## config.mk

```make
export PLATFORM = sky130hd
export DESIGN_NAME = uart_tx_sched
export DESIGN_NICKNAME = d
export VERILOG_FILES = /design/src/rtl/uart_tx_sched.sv
export SDC_FILE = /design/constraint.sdc
export NUM_CORES = 1
export LEC_CHECK = 0
export CAP_MARGIN = 10
export CORE_ASPECT_RATIO = 0.75
export CORE_MARGIN = 2
export CORE_UTILIZATION = 30
export CTS_CLUSTER_SIZE = 16
export DETAILED_ROUTE_END_ITERATION = 8
export MAX_ROUTING_LAYER = met4
export PLACE_DENSITY_LB_ADDON = 0.05
export REMOVE_ABC_BUFFERS = 1
export SYNTH_ARGS = -nofsm -noshare
export SYNTH_HDL_FRONTEND = slang
export SYNTH_SLANG_ARGS = --single-unit
```

## constraint.sdc

```tcl
create_clock -name clk -period 1.8 [get_ports clk]
set_input_delay 0.27 -clock clk [delete_from_list [all_inputs] [get_ports clk]]
set_output_delay 0.27 -clock clk [all_outputs]
set_load 0.05 [all_outputs]
```

## src/rtl/uart_tx_sched.sv

```systemverilog
// uart_tx_sched: arbitrates 2-byte ALU results and 1-byte register reads onto a single UART TX.
// Define UART_TX_SCHED_RR_ARB_EN for round-robin arbitration; the default build uses fixed ALU-over-RF priority.
module uart_tx_sched #(
  parameter int unsigned ACK_TMO = 4
) (
  input  logic        clk,
  input  logic        rst,
  input  logic        alu_req,
  input  logic [15:0] alu_data,
  output logic        alu_ack,
  input  logic        rf_req,
  input  logic [7:0]  rf_data,
  output logic        rf_ack,
  input  logic        tx_busy,
  output logic [7:0]  tx_p_data,
  output logic        tx_data_valid,
  output logic        sched_busy,
  output logic        tmo_err
);

  // state     | meaning
  // IDLE      | arbitrate pending requests while the UART is free
  // ISSUE     | data_valid strobe for the byte held in tx_p_data
  // WAIT_ACK  | wait for tx_busy to rise, abort after ACK_TMO cycles
  // WAIT_DONE | wait for tx_busy to fall, then send MSB byte or finish
  // DONE      | acknowledge the owner
  typedef enum logic [2:0] {IDLE, ISSUE, WAIT_ACK, WAIT_DONE, DONE} state_t;
  typedef enum logic [1:0] {OWN_NONE = 2'd0, OWN_ALU = 2'd1, OWN_RF = 2'd2} owner_t;

  localparam logic [7:0] TMO_LIMIT = 8'(ACK_TMO);

  state_t     state, state_n;
  owner_t     owner, owner_n;
  logic       idx, idx_n;
  logic [7:0] cnt, cnt_n, cnt_inc;
  logic [7:0] hi_byte, hi_byte_n;
  logic [7:0] p_data_n;
  logic       valid_n, alu_ack_n, rf_ack_n, tmo_n;
  logic       pick_alu;

`ifdef UART_TX_SCHED_RR_ARB_EN
  logic rr_rf, rr_rf_n;  // set: RF wins the next simultaneous request

  assign pick_alu = alu_req && (!rf_req || !rr_rf);

  always_comb begin
    rr_rf_n = rr_rf;
    if (state == DONE) rr_rf_n = (owner == OWN_ALU);
  end

  always_ff @(posedge clk or posedge rst) begin
    if (rst) rr_rf <= 1'b0;
    else     rr_rf <= rr_rf_n;
  end
`else
  assign pick_alu = alu_req;
`endif

  assign cnt_inc    = (cnt == 8'hFF) ? cnt : cnt + 8'd1;
  assign sched_busy = (state != IDLE);

  always_ff @(posedge clk or posedge rst) begin
    if (rst) begin
      state         <= IDLE;
      owner         <= OWN_NONE;
      idx           <= 1'b0;
      cnt           <= 8'd0;
      hi_byte       <= 8'd0;
      tx_p_data     <= 8'd0;
      tx_data_valid <= 1'b0;
      alu_ack       <= 1'b0;
      rf_ack        <= 1'b0;
      tmo_err       <= 1'b0;
    end else begin
      state         <= state_n;
      owner         <= owner_n;
      idx           <= idx_n;
      cnt           <= cnt_n;
      hi_byte       <= hi_byte_n;
      tx_p_data     <= p_data_n;
      tx_data_valid <= valid_n;
      alu_ack       <= alu_ack_n;
      rf_ack        <= rf_ack_n;
      tmo_err       <= tmo_n;
    end
  end

  always_comb begin
    state_n   = state;
    owner_n   = owner;
    idx_n     = idx;
    cnt_n     = cnt;
    hi_byte_n = hi_byte;
    p_data_n  = tx_p_data;
    valid_n   = 1'b0;
    alu_ack_n = 1'b0;
    rf_ack_n  = 1'b0;
    tmo_n     = 1'b0;
    case (state)
      IDLE: begin
        if (!tx_busy && (alu_req || rf_req)) begin
          state_n = ISSUE;
          idx_n   = 1'b0;
          valid_n = 1'b1;
          if (pick_alu) begin
            owner_n   = OWN_ALU;
            p_data_n  = alu_data[7:0];
            hi_byte_n = alu_data[15:8];
          end else begin
            owner_n  = OWN_RF;
            p_data_n = rf_data;
          end
        end
      end
      ISSUE: begin
        state_n = WAIT_ACK;
        cnt_n   = 8'd0;
      end
      WAIT_ACK: begin
        if (tx_busy) begin
          state_n = WAIT_DONE;
        end else begin
          cnt_n = cnt_inc;
          if (cnt_inc >= TMO_LIMIT) begin
            tmo_n   = 1'b1;
            owner_n = OWN_NONE;
            idx_n   = 1'b0;
            state_n = IDLE;
          end
        end
      end
      WAIT_DONE: begin
        if (!tx_busy) begin
          if (owner == OWN_ALU && !idx) begin
            idx_n    = 1'b1;
            p_data_n = hi_byte;
            valid_n  = 1'b1;
            state_n  = ISSUE;
          end else begin
            alu_ack_n = (owner == OWN_ALU);
            rf_ack_n  = (owner == OWN_RF);
            state_n   = DONE;
          end
        end
      end
      DONE: begin
        owner_n = OWN_NONE;
        idx_n   = 1'b0;
        state_n = IDLE;
      end
      default: state_n = IDLE;
    endcase
  end

endmodule

```

==> impl_metrics.env, run 1 <==
export IMPL_n_fill_cell=563
export IMPL_htree_levels=2
export IMPL_via_per_inst=4.60
export IMPL_die_y_um=70.0
export IMPL_grt_pass1_wl_um=6610
export IMPL_place_area_sq_um=2260
export IMPL_avgSynthCellArea_sq_um=10.1
export IMPL_p_comb_frac=0.452
export IMPL_r2r_start="cnt[0]$_DFFE_PP0P_"
export IMPL_routed_wl_um=3940
export IMPL_synth_distinct_cells=40
export IMPL_clock_root_buffer="clkbuf_8"
export IMPL_fin_crit_ns=1.71
export IMPL_ys_top_cells_by_area="dfrtp_1 49%, nand2_1 5.8%, mux2i_1 5.2%"
export IMPL_antenna_found_initial=0
export IMPL_min_path_type="in -> async"
export IMPL_slew_viol_final=0
export IMPL_drtAntennaViolNets=0
export IMPL_vias=1389
export IMPL_sw_frac_of_total=0.409
export IMPL_io_pins=42
export IMPL_clock_path_buffers=2
export IMPL_grt_ovfl_total=0
export IMPL_core_area_sq_um=5710
export IMPL_routedWlPerCell_um=13.1
export IMPL_fin_cells=302
export IMPL_seqPwrFrac=0.374
export IMPL_dp_hpwl_um=2830
export IMPL_first_pass_iters=4
export IMPL_yosysWarnings=0
export IMPL_max_cap_violations=0
export IMPL_grt_pass1_vias=1368
export IMPL_synth_edf_count=0
export IMPL_synthFlopType="dfrtp_1"
export IMPL_power_density_nw_per_um2=1400
export IMPL_grt_max_degree=35
export IMPL_dp_cells=294
export IMPL_drive_above_1_share=0.179
export IMPL_cp_required_ns=1.53
export IMPL_cp_cell_sequence="clkdlybuf4s50_1"
export IMPL_power_frac_clock=0.174
export IMPL_synth_largest_area_cell="dfrtp_1"
export IMPL_diodes=0
export IMPL_finClkSkew_ns=0.00556
export IMPL_cts_tree="built"
export IMPL_critPathSlowestCell="clkdlybuf4s50_1"
export IMPL_finalInstanceArea_sq_um=2360
export IMPL_start_util=0.305
export IMPL_critPathBufInv=1
export IMPL_drt_iter0_drc=75
export IMPL_synthCells=172
export IMPL_hold_violations=0
export IMPL_cpLargestDelayFamily="buffers and inverters"
export IMPL_cts_hold_buf=0
export IMPL_switching_power_uw=1350
export IMPL_r2r_end="idx$_DFFE_PP0P_"
export IMPL_vdd_ir_drop_worst_v=0.000585
export IMPL_slew_headroom=0.661
export IMPL_cts_made_buffers=5
export IMPL_synth_seq_area_share=0.488
export IMPL_worstPathArrival_ns=1.44
export IMPL_place_congestion=0.752
export IMPL_clk_latency_ns=0.28
export IMPL_grt_use_total=0.135
export IMPL_p_leak_uw=0.00104
export IMPL_syn_to_final_growth_pct=35.2
export IMPL_cts_sinks=34
export IMPL_internal_power_uw=1950
export IMPL_setup_violations=0
export IMPL_post_route_util=0.413
export IMPL_status="finished clean"
export IMPL_rows=24
export IMPL_critical_path_class="reg -> out"
export IMPL_clk_pin_slew_ns=0.07
export IMPL_critPathCaptureType="output port"
export IMPL_numPortBuffers=41
export IMPL_post_route_period_util=0.950
export IMPL_drc=0
export IMPL_async_reset_ff_frac=1.00
export IMPL_cp_max_fo=2
export IMPL_cpPeakStageDelay_ns=0.80
export IMPL_yosys_area_top_type_share=0.488
export IMPL_die_area_sq_um=6440
export IMPL_nets=253
export IMPL_rrSetupSlack_ns=0.12
export IMPL_syn_area_sq_um=1740
export IMPL_synth_seq_cells=34
export IMPL_cp_start_kind="flop"
export IMPL_reg2reg_depth=6
export IMPL_fp_dieW_um=92.0
export IMPL_max_freq_mhz=585
export IMPL_worst_pin_slew_ns=0.507
==> per-layer routing <==
metal / vias up / global-route usage / share of wire
met5: - / - / 0
met2: 30 / 0.197 / 0.44
li1: 717 / - / -
met4: 0 / 0.0464 / 0.012
met1: 637 / 0.183 / 0.50
met3: 5 / 0.0378 / 0.046
==> worst max-delay path by stage <==
stage,from,to,slack (ns),cells past startpoint
floorplan,state[0]$_DFFE_PP0P_,cnt[6]$_DFFE_PP0P_,0.27,4
global placement,tx_busy,cnt[7]$_DFFE_PP0P_,0.01,6
detailed placement,tx_busy,cnt[6]$_DFFE_PP0P_,-0.03,5
CTS,tx_p_data[0]$_DFFE_PP0P_,tx_p_data[0],0.07,1
global route,cnt[0]$_DFFE_PP0P_,owner[0]$_DFFE_PP0P_,-0.006,6
finish,tx_p_data[1]$_DFFE_PP0P_,tx_p_data[1],0.09,1
==> layout by cell type (no fill, tap or decap), drive strengths merged <==
cell	instances
a21oi	2
and4	1
o21ai	23
clkinv	1
clkdlybuf4s50	39
ha	1
or3b	1
nand3b	1
nand4b	1
mux2	8
nand2b	1
nor3	7
nand2	27
xor2	1
o211a	1
or4b	1
dfrtp	34
o211ai	1
or3	1
clkbuf	7
inv	3
nor3b	2
a31oi	4
nand4	2
or2	2
buf	14
nand3	6
nor2b	1
mux2i	10
nor4bb	2
a41o	1
xnor2	1
o311ai	1
o22ai	1
nor2	15
==> per-stage QoR <==
stage	hold WS (ns)	setup slack [ns]	power (uW)	setup TNS (ns)
6_report	0.384	0.0904	3300	0
5_1_grt	0.428	-0.00563	3550	-0.00665
4_1_cts	0.406	0.0666	3350	0
3_5_place_dp	0.470	-0.0339	2750	-0.0457
3_3_place_gp	0.461	0.0104	2730	0
2_1_floorplan	0.412	0.273	2220	0
==> synth_stat cells (all sizes together), types with 3 or more instances <==
cell type,number
nor3,7
nand3,6
mux2i,10
mux2,8
inv,3
buf,8
o21ai,23
nor2,15
nand2,27
a31oi,4
dfrtp,34
==> state kept, by name (all words and copies together) (netlist names) <==
signal / flops
tx_data_valid: 1
rf_ack: 1
tmo_err: 1
cnt: 8
hi_byte: 8
state: 3
owner: 2
idx: 1
alu_ack: 1
tx_p_data: 8
==> power groups by stage <==
| stage | clock, uW | combinational [uW] | sequential [uW] |
|---|---|---|---|
| after floorplan | 0 | 672 | 1550 |
| after global placement | 0 | 1500 | 1240 |
| after detailed placement | 0 | 1500 | 1250 |
| after CTS | 608 | 1510 | 1230 |
| after global routing | 638 | 1640 | 1280 |
| final | 575 | 1490 | 1230 |
==> kinds of logic (layout without fill, tap and decap cells) <==
logic type	count (synthesis)	after routing	share of synthesized area
mux	18	18	0.116
flops	34	34	0.488
fa+ha+maj	1	1	0.00718
xor+xnor	2	2	0.0101
buf+inv	12	64	0.0502
simple gates	71	71	0.210
compound gates	34	34	0.118
==> final cells by class <==
type / instances / area (sq um) / share of cell area
Inverter: 3 / 11.3 / 0.00478
Clock buffer: 7 / 86.3 / 0.0366
Sequential cell: 34 / 851 / 0.361
Tap cell: 78 / 97.6 / 0.0414
Timing Repair Buffer: 53 / 495 / 0.210
Clock inverter: 1 / 5.00 / 0.00212
Multi-Input combinational cell: 126 / 810 / 0.344
==> what timing repair did <==
item,CTS,global route
resized for setup,0,2
buffers inserted,0,0
endpoints found under the setup margin,0,4
(Power assumes the default switching activity.)
==> inputs of run 2 (changes only) <==
- ABC_AREA: not set -> 0
- SKIP_LAST_GASP: not set -> 1
==> results of run 2 <==
Final layout, timing and power as in run 1 (identical DEF).
==> inputs of run 3 (changes only) <==
- DONT_BUFFER_PORTS: not set -> 1
==> run 3 against run 2 <==
Clock skew shrank 0.00092 ns. Power down 7.9%. First-iteration DRC count is 40% lower. Clock power is 0.7% higher. Count of clock-buffer cells in the layout stayed put. Register-to-register slack about the same. Via count fell by 7.7%.
==> impl_metrics.env, run 3 (synthesis results as in run 1) <==
export IMPL_max_freq_mhz=596
export IMPL_start_util=0.305
export IMPL_hold_violations=0
export IMPL_vias=1282
export IMPL_post_route_period_util=0.932
export IMPL_cts_tree="built"
export IMPL_syn_to_final_growth_pct=10.2
export IMPL_cts_made_buffers=5
export IMPL_final_common_cell="dfrtp_1"
export IMPL_reg_top3="cnt: 8 flops, hi_byte: 8 flops, tx_p_data: 8 flops"
export IMPL_rsz0062_at_grt="no"
export IMPL_final_cell_mix="34 x dfrtp_1, 27 x nand2_1, 18 x o21ai_0, 14 x nor2_1, 9 x mux2i_1"
export IMPL_critPathCaptureType="flop"
export IMPL_cts_setup_buffers=0
export IMPL_critPathBufInv=0
export IMPL_grt_pass1_vias=1290
export IMPL_routed_wl_um=3800
export IMPL_place_congestion=0.739
export IMPL_power_density_nw_per_um2=1580
export IMPL_critical_path_class="reg -> reg"
export IMPL_n_fill_cell=582
export IMPL_drc=0
export IMPL_clk_latency_ns=0.28
export IMPL_finClkSkew_ns=0.00464
export IMPL_min_path_type="in -> reg"
export IMPL_max_cap_violations=0
export IMPL_io_pins=42
export IMPL_fin_crit_ns=1.68
export IMPL_cp_start_kind="flop"
export IMPL_core_area_sq_um=5710
export IMPL_nets=208
export IMPL_drive_above_1_share=0.184
export IMPL_via_per_inst=4.99
export IMPL_grt_use_met3=0.0464
export IMPL_antenna_found_initial=0
export IMPL_clock_root_buffer="clkbuf_8"
export IMPL_grt_pass1_wl_um=6410
export IMPL_cpLargestDelayFamily="simple AND/OR/NAND/NOR gates"
export IMPL_numPortBuffers=0
export IMPL_cp_max_fo=8
export IMPL_setup_violations=0
export IMPL_use_met2=0.198
export IMPL_fin_cells=257
export IMPL_vdd_ir_drop_worst_v=0.000542
export IMPL_diodes=0
export IMPL_fp_dieW_um=92.0
export IMPL_status="finished clean"
export IMPL_first_pass_iters=4
export IMPL_cp_cell_sequence="or4b_4, nor2_2, nor4bb_1, nor3_1"
export IMPL_drt_iter0_drc=45
export IMPL_cpPeakStageDelay_ns=0.61
export IMPL_die_area_sq_um=6440
export IMPL_die_y_um=70.0
export IMPL_routedWlPerCell_um=14.8
export IMPL_rows=24
export IMPL_cts_sinks=34
export IMPL_clock_path_buffers=2
export IMPL_dp_hpwl_um=2780
export IMPL_grt_busiest_layer="met2"
export IMPL_slew_viol_final=0
export IMPL_cp_required_ns=1.96
export IMPL_critPathSlowestCell="or4b_4"
export IMPL_drtAntennaViolNets=0
export IMPL_holdWs_ns=0.138
export IMPL_dp_cells=248
export IMPL_htree_levels=2
export IMPL_fin_setup_tns_ns=0
export IMPL_worstPathArrival_ns=1.84
export IMPL_worst_pin_slew_ns=0.514
export IMPL_grtUsageMet1=0.171
export IMPL_p_leak_uw=0.000856
export IMPL_slew_headroom=0.655
export IMPL_grt_use_total=0.133
export IMPL_grt_ovfl_total=0
export IMPL_grt_max_degree=35
export IMPL_clk_pin_slew_ns=0.07
[run 3: cell count changes in the layout (fill, tap and decap cells not counted), sizes merged]
| cell | previous run | this run |
|---|---|---|
| buf | 14 | 7 |
| dlygate4sd3 | 0 | 1 |
| clkdlybuf4s50 | 39 | 0 |
[run 3: per-layer routing]
metal | share of wire | routed length, um
met5 | 0 | 0
met4 | 0.011 | 42
met3 | 0.062 | 237
met2 | 0.45 | 1720
met1 | 0.47 | 1800
[run 3: timing repair]
| action | in CTS | in global routing |
|---|---|---|
| endpoints found under the hold margin | 11 | 0 |
| setup endpoints to repair | 0 | 2 |
| hold buffers | 1 | 0 |
| resized for setup | 0 | 1 |
[run 3: area by class of cell]
class | count | area, sq um | share of cell area
Inverter | 3 | 11.3 | 0.00586
Sequential cell | 34 | 851 | 0.443
Multi-Input combinational cell | 126 | 807 | 0.420
Clock inverter | 1 | 5.00 | 0.00261
Timing Repair Buffer | 8 | 62.6 | 0.0326
Tap cell | 78 | 97.6 | 0.0508
Clock buffer | 7 | 86.3 | 0.0450
[run 3: where the power goes]
| group | total, uW | leakage (uW) | internal (uW) | switching, uW |
|---|---|---|---|---|
| combinational | 869 | 0.000370 | 374 | 495 |
| clock | 579 | 0.0000482 | 309 | 270 |
| sequential | 1590 | 0.000437 | 1030 | 564 |
[run 3: worst paths after layout]
check                                startpoint                        to  slack [ns]  depth (start not counted)
hold / removal                     alu_data[10]    hi_byte[2]$_DFFE_PP0P_        0.14                          1
hold reg to reg            owner[1]$_DFFE_PP0P_         alu_ack$_DFF_PP0_        0.49                          1
max in group asynchronous                   rst          rf_ack$_DFF_PP0_        0.94                          3
min in group asynchronous                   rst  tx_p_data[2]$_DFFE_PP0P_        0.53                          3
setup reg to reg           state[0]$_DFFE_PP0P_        cnt[6]$_DFFE_PP0P_        0.12                          4
setup / recovery           state[0]$_DFFE_PP0P_        cnt[6]$_DFFE_PP0P_        0.12                          4
[run 3: through the flow]
step	instance area (sq um)	worst slack [ns]	power (uW)	utilization
6_report	1920	0.123	3040	0.337
5_1_grt	1920	0.0314	3290	0.337
4_1_cts	1920	0.125	3080	0.336
3_5_place_dp	1820	0.131	2490	0.318
3_3_place_gp	1820	0.156	2450	0.318
2_1_floorplan	1670	0.273	2220	-
